==> config.mk <==
export PLATFORM = sky130hd
export DESIGN_NAME = prog_loader_mem
export DESIGN_NICKNAME = d
export VERILOG_FILES = /design/src/rtl/prog_loader_mem.sv
export SDC_FILE = /design/constraint.sdc
export NUM_CORES = 2
export LEC_CHECK = 0
export ABC_AREA = 0
export BUFFER_PORTS_ARGS = -buffer_cell sky130_fd_sc_hd__buf_2
export CAP_MARGIN = 0
export CELL_PAD_IN_SITES_DETAIL_PLACEMENT = 1
export CELL_PAD_IN_SITES_GLOBAL_PLACEMENT = 1
export CORE_MARGIN = 2
export CORE_UTILIZATION = 50
export DETAILED_ROUTE_END_ITERATION = 12
export MAX_ROUTING_LAYER = met4
export PLACE_DENSITY_LB_ADDON = 0.1
export SETUP_SLACK_MARGIN = 0.2
export SYNTH_ARGS = -nofsm -noshare
export SYNTH_HDL_FRONTEND = slang
export SYNTH_SLANG_ARGS = --single-unit
==> constraint.sdc <==
create_clock -name clk -period 2.82 [get_ports clk]
set_clock_uncertainty 0.1 [all_clocks]
set_input_delay 0.282 -clock clk [delete_from_list [all_inputs] [get_ports clk]]
set_output_delay 0.282 -clock clk [all_outputs]
set_load 0.01 [all_outputs]
==> src/rtl/prog_loader_mem.sv <==
// prog_loader_mem: 256-byte program store for the control unit's fetch path.
// A framed byte stream (count, payload, checksum) fills the image. The image
// is only exposed to fetch, and the CPU only released from reset, after the
// checksum over count + payload matches.
module prog_loader_mem #(
    parameter logic [7:0] FILL = 8'h00
) (
    input  logic       clk,
    input  logic       rst_n,
    input  logic [7:0] addr_program,
    output logic [7:0] data_program,
    input  logic       load_valid,
    output logic       load_ready,
    input  logic [7:0] load_data,
    output logic       run,
    output logic       cpu_rst_n,
    output logic       load_err,
    output logic [8:0] prog_len
);

    typedef enum logic [2:0] {
        S_IDLE,
        S_LOAD,
        S_CHECK,
        S_RUN,
        S_ERROR
    } state_t;

    state_t     state_q, state_d;
    logic [8:0] len_q, len_d;          // frame length N, 1..256
    logic [8:0] ptr_q, ptr_d;          // next payload write address
    logic [7:0] sum_q, sum_d;          // running mod-256 checksum
    logic [8:0] prog_len_q, prog_len_d;
    logic       run_q, run_d;
    logic       err_q, err_d;

    logic [7:0] mem [256];
    logic       xfer;
    logic       mem_we;

    // State and control registers with synchronous active-low reset.
    always_ff @(posedge clk) begin
        // NOTE: sequential state uses non-blocking assignments so every
        // register samples the pre-edge values of its peers.
        if (!rst_n) begin
            state_q    <= S_IDLE;
            len_q      <= '0;
            ptr_q      <= '0;
            sum_q      <= '0;
            prog_len_q <= '0;
            run_q      <= 1'b0;
            err_q      <= 1'b0;
        end else begin
            state_q    <= state_d;
            len_q      <= len_d;
            ptr_q      <= ptr_d;
            sum_q      <= sum_d;
            prog_len_q <= prog_len_d;
            run_q      <= run_d;
            err_q      <= err_d;
        end
    end

    // Next-state and datapath update for the frame parser.
    always_comb begin
        // NOTE: every target gets a default first so no path leaves it
        // unassigned, which would otherwise infer a latch.
        state_d    = state_q;
        len_d      = len_q;
        ptr_d      = ptr_q;
        sum_d      = sum_q;
        prog_len_d = prog_len_q;
        run_d      = run_q;
        err_d      = err_q;
        case (state_q)
            S_IDLE: begin
                if (xfer) begin
                    // A count byte of zero encodes a full 256-byte image.
                    len_d   = (load_data == 8'h00) ? 9'd256 : {1'b0, load_data};
                    sum_d   = load_data;
                    ptr_d   = '0;
                    state_d = S_LOAD;
                end
            end
            S_LOAD: begin
                if (xfer) begin
                    ptr_d = ptr_q + 9'd1;
                    sum_d = sum_q + load_data;
                    if (ptr_q == len_q - 9'd1) begin
                        state_d = S_CHECK;
                    end
                end
            end
            S_CHECK: begin
                if (xfer) begin
                    if (load_data == sum_q) begin
                        state_d    = S_RUN;
                        prog_len_d = len_q;
                        run_d      = 1'b1;
                    end else begin
                        state_d = S_ERROR;
                        err_d   = 1'b1;
                    end
                end
            end
            S_RUN, S_ERROR: begin
                // Terminal until reset.
            end
            default: state_d = S_IDLE;
        endcase
    end

    // Handshake, write strobe and combinational fetch port.
    always_comb begin
        load_ready   = (state_q == S_IDLE) || (state_q == S_LOAD) || (state_q == S_CHECK);
        xfer         = load_valid && load_ready;
        mem_we       = xfer && (state_q == S_LOAD) && rst_n;
        run          = run_q;
        cpu_rst_n    = run_q;
        load_err     = err_q;
        prog_len     = prog_len_q;
        data_program = FILL;
        if (run_q && ({1'b0, addr_program} < prog_len_q)) begin
            data_program = mem[addr_program];
        end
    end

    // Payload write port; only active while loading.
    always_ff @(posedge clk) begin
        // NOTE: the RAM is deliberately not reset; prog_len gating makes
        // stale contents unreachable, and a reset would block RAM inference.
        if (mem_we) begin
            mem[ptr_q[7:0]] <= load_data;
        end
    end

endmodule
; Yosys cells after proc, flatten, opt, wreduce, memory -nomap -nowiden
; Memory sizes are Yosys's and may differ from the RTL's.
; Index checks and enable logic that the tools add are counted.
[op_classes]
bitwise = 2
n_addsub = 3
mux = 16
eq_ne = 10
magnitude_cmp = 1
n_reduce_logical = 15
[ops]
columns = op, n
row1 = $mux 9, 3
row2 = $mux 8, 3
row3 = $pmux 9 s2, 1
row4 = $pmux 8 s2, 1
row5 = $mux 3, 5
row6 = $pmux 3 s4, 1
row7 = $add 9x1->9 const B, 1
row8 = $eq 9x9->1, 1
row9 = $lt 8x9->1, 1
row10 = $reduce_and 3->1, 3
row11 = $sub 9x1->9 const B, 1
row12 = $add 8x8->8, 1
row13 = $eq 8x8->1, 1
row14 = $logic_not 8->1, 1
row15 = $ne 2x2->1 const B, 4
row16 = $eq 3x2->1 const B, 2
row17 = $reduce_and 5->1, 1
row18 = $logic_and 1x1->1, 4
row19 = $eq 3x1->1 const B, 1
row20 = $eq 3x3->1 const B, 1
row21 = $logic_not 3->1, 1
row22 = $logic_or 1x1->1, 2
row23 = $mux 1, 2
row24 = $not 1->1, 2
row25 = 3 further kinds, 3
[totals]
out_inout_bits = 21
elab_cells = 55
n_memories = 1
ram_bits = 2048
input_bits = 19
register_bits = 40
[memory_table]
columns = memory, depth, width, rd, rd_clocked_by_memory_dff, wr, line_no
row1 = mem, 256, 8, 1, 0, 1, 37  ; logic [7:0] mem [256];

; Depth between registers and ports, before layout
[depth]
depth_word = 8
depth_mapped = 14
ltp_nobuf = 11

; Least setup slack after synthesis
; No wires, ideal clock.
[synth_timing]
path_kind = input to output
startpoint = input port addr_program[0]
endpoint = output port data_program[5]
stages = 8
required_time_ns = 2.438
path_buffers = 4
arrival_time_ns = 2.470
path_slack_ns = -0.032
path_cell_list = buf_6 > buf_8 > buf_6 > buf_2 > mux4_2 > o311ai_0 > a21oi_1 > or4_1
[synth_via]
elab_chain_len = 3
elab_cells_between_ends = 4
cone_classes = 1 x order compare / 1 x mux / 1 x reduce/logical / 1 x memory
[synth_lines]
columns = item, line_no
row1 = from (decl), 10  ; input logic [7:0] addr_program,
row2 = "parallel branches: the longest is 2 deep, another holds $mem_v2 256x8", n/a
row3 = $mux 8 (*), 123  ; if (run_q && ({1'b0, addr_program} < prog_len_q)) begin
row4 = to (decl), 11  ; output logic [7:0] data_program,
; Mark *: on every way between the ends.

; Worst setup path in the final report
[layout_timing]
startpoint = register prog_len_q[6], in the netlist prog_len[6]
endpoint = output port data_program[1]
[layout_via]
elab_chain_len = 3
[layout_lines]
columns = item, line_no
row1 = from (decl), 33  ; logic [8:0] prog_len_q, prog_len_d;
row2 = from (signal assigned), 58  ; prog_len_q <= prog_len_d;
row3 = $lt 8x9->1, 123
row4 = $logic_and 1x1->1, 123
row5 = $mux 8, 123
; Every way passes these cells.

==> flow_metrics.env <==
export IMPL_cts_buffers_inserted=212
export IMPL_violations="negative setup slack"
export IMPL_num_io_pins=40
export IMPL_overflow=0
export IMPL_ys_ff_latch=2088
export IMPL_crit_path_end_kind="output port"
export IMPL_crit_type="reg -> out"
export IMPL_leakage_nw=33.3
export IMPL_synth_edff_count=2048
export IMPL_register_area_sq_mm=0.0623
export IMPL_async_flop_share_pct=0
export IMPL_synthesis_area_sq_mm=0.0827
export IMPL_via_count=46022
export IMPL_met3_wirelength_um=17800
export IMPL_track_usage_pct=30.6
export IMPL_nFillCells=14121
export IMPL_ant_nets=0
export IMPL_wl_per_cell_um=33.2
export IMPL_worstSetupStartpointType="register"
export IMPL_drt_iter0_markers=5270
export IMPL_hpwl_um=162000
export IMPL_dieWidth_um=411
export IMPL_worst_slew_pin_slew_ps=1090
export IMPL_syn2layout_area_growth_pct=19.8
export IMPL_synth_warnings=0
export IMPL_multi_input_area_sq_mm=0.0191
export IMPL_drv_cap=0
export IMPL_dominantRegCellSynth="edfxtp_1"
export IMPL_synth_cell_types=76
export IMPL_nets=5096
export IMPL_ys_seq_area_share_pct=75.3
export IMPL_worstPathRequired_ps=2440
export IMPL_cts_root_buf="clkbuf_16"
export IMPL_wl_met1_um=103000
export IMPL_wl_um=246000
export IMPL_slew_headroom_pct=27.6
export IMPL_layout_drive_gt1_share_pct=32.5
export IMPL_postSynthNetCount=4261
export IMPL_grt_pass1_vias=47866
export IMPL_grt_antenna_before_repair=9
export IMPL_fp_row_count=149
export IMPL_worst_r2r_cell_count=6
export IMPL_place_gp_congestion=0.883
export IMPL_die_height_um=411
export IMPL_rsz0062_at_grt="yes"
export IMPL_vias_per_cell=6.19
export IMPL_synthTopCellsByArea="edfxtp_1 74%, mux4_2 11%, mux2i_1 3.8%"
export IMPL_grt_pass1_wl_um=357000
export IMPL_status="finished, violations left"
export IMPL_netlist_area_leader_share_pct=74.4
export IMPL_placement_io_buffers=39
export IMPL_hp_class="in -> reg"
export IMPL_hold_viol=0
export IMPL_syn_area_per_cell_sq_um=19.6
export IMPL_setup_ws_ps=-1340
export IMPL_clk_path_buf_depth=3
export IMPL_min_period_over_period_pct=147
export IMPL_worstSkewPairLatency_ps=840
export IMPL_met2_length_um=118000
export IMPL_peakVddDrop_uv=729
export IMPL_drv_slew=0
export IMPL_holdPathStages=2
export IMPL_cts_sinks=2088
export IMPL_drc=0
export IMPL_fin_crit_ps=4160
export IMPL_start_util_pct=50.2
export IMPL_netlist_instances=4222
export IMPL_h_tree_depth=4
export IMPL_top_layer="met4"
export IMPL_powerDensity_mw_per_mm2=670
export IMPL_setup_viol=8
export IMPL_cts_tree="done"
export IMPL_cp_max_fo=6
export IMPL_path_clk_slew_ps=60
export IMPL_firstDrtPassIters=5
export IMPL_dpl_worst_slack_ps=-1350
export IMPL_coreArea_sq_mm=0.165
export IMPL_clock_fmax_ghz=0.241
export IMPL_grt_max_degree=182
export IMPL_synth_largest_area_cell="edfxtp_1"
export IMPL_die_area_sq_mm=0.169
export IMPL_power_total_mw=66.4
export IMPL_arrival_ps=3770
==> final timing paths <==
check / startpoint / to / slack (ps)
worst max-delay path: prog_len[6] / data_program[1] / -1340
worst min-delay path: load_data[3] / mem[145][3] / 220
worst max register to register: ptr_q[5] / mem[248][0] / 330
worst min register to register: len_q[1] / len_q[1] / 390
==> layout make-up <==
type                            count  share of cell area [%]
Sequential cell                  2088                    62.9
Antenna cell                        5                  0.0126
Multi-Input combinational cell   1854                    19.3
Clock inverter                    135                    1.42
Tap cell                         2189                    2.76
Inverter                           23                  0.0960
Clock buffer                      262                    5.61
Timing Repair Buffer              878                    7.90
==> worst max-delay path, stage by stage, from the launching register on <==
cell and delay [ps]:
dfxtp_2 340, inv_2 50, ha_4 210, o21a_1 160, nor2_1 120, nor3b_2 60
buf_4 140, a21o_1 170, buf_12 150, buf_6 120, nor3_4 270, o211ai_1 280
and3_1 250, o211ai_1 310, buf_2 250
==> Yosys cell counts (7+ instances only) <==
| library cell | number |
|---|---|
| edfxtp_1 | 2048 |
| mux4_2 | 390 |
| nor2_1 | 333 |
| mux2i_1 | 315 |
| clkbuf_1 | 113 |
| nand2_1 | 113 |
| a221oi_1 | 107 |
| a21oi_1 | 80 |
| nor3_1 | 52 |
| o21ai_0 | 52 |
| buf_2 | 49 |
| dfxtp_1 | 40 |
| buf_6 | 37 |
| o21ai_1 | 37 |
| a22oi_1 | 32 |
| nand3_1 | 32 |
| a221o_1 | 31 |
| buf_8 | 23 |
| inv_1 | 21 |
| a211oi_1 | 20 |
| nand2b_1 | 20 |
| ha_1 | 19 |
| buf_4 | 18 |
| nor4_1 | 15 |
| nor2b_1 | 14 |
| buf_1 | 13 |
| o211ai_1 | 13 |
| o22ai_1 | 12 |
| a21o_1 | 11 |
| xnor2_1 | 11 |
| xor2_1 | 11 |
| o31ai_1 | 9 |
| or3_1 | 9 |
| and2_1 | 7 |
==> layer usage <==
metal  track usage [%]  vias up
li1                  -    19057
met1              42.6    24706
met2              46.8     1886
met3              4.88      373
met4              9.89        0
met5                 -        -
==> cell families after synthesis <==
logic type	synth area share (%)
buf+inv	2.15
simple gates	3.39
flops	75.3
xor+xnor	0.233
mux	14.5
compound gates	4.05
fa+ha+maj	0.312
==> power breakdown <==
group	switching (mW)	leakage, nW	internal, mW
Sequential	0.0252	18.7	34.1
Clock	12.1	3.39	16.3
Combinational	2.42	11.2	1.51
==> metrics by stage <==
step	hold WS, ps	area (sq um)	utilization, %	TNS [ps]	cells
floorplan	281	83000	-	0	4222
global placement	352	91500	55.6	-8050	7011
detailed placement	387	91500	55.6	-10250	7011
CTS	177	99000	60.1	-10220	7428
global route	206	99100	60.2	-10710	7431
finish	216	99100	60.2	-9860	7434
==> registers in the layout (all words and copies together), names as in the netlist <==
| register | flops |
|---|---|
| mem | 2048 |
| len_q | 9 |
| prog_len | 9 |
| ptr_q | 9 |
| sum_q | 8 |
| state_q | 3 |
| cpu_rst_n | 1 |
| load_err | 1 |
==> placed cells by master (no fill, tap or decap), drive strengths merged, types with 90 or more instances in the layout <==
cell	instances
edfxtp	2048
buf	865
mux4	390
nor2	333
mux2i	315
clkbuf	265
nand2	113
a221oi	111
clkinv	97
o21ai	90
==> repair_timing <==
| action | CTS | global route |
|---|---|---|
| hold buffers | 10 | 0 |
| gates resized for setup | 65 | 26 |
| endpoints found under the setup margin | 525 | 96 |
| setup buffers | 10 | 1 |
| endpoints found under the hold margin | 229 | 0 |
| pin swaps | 25 | 10 |
| cloned | 0 | 0 |
Note: power is estimated with default switching activity, not from simulation.
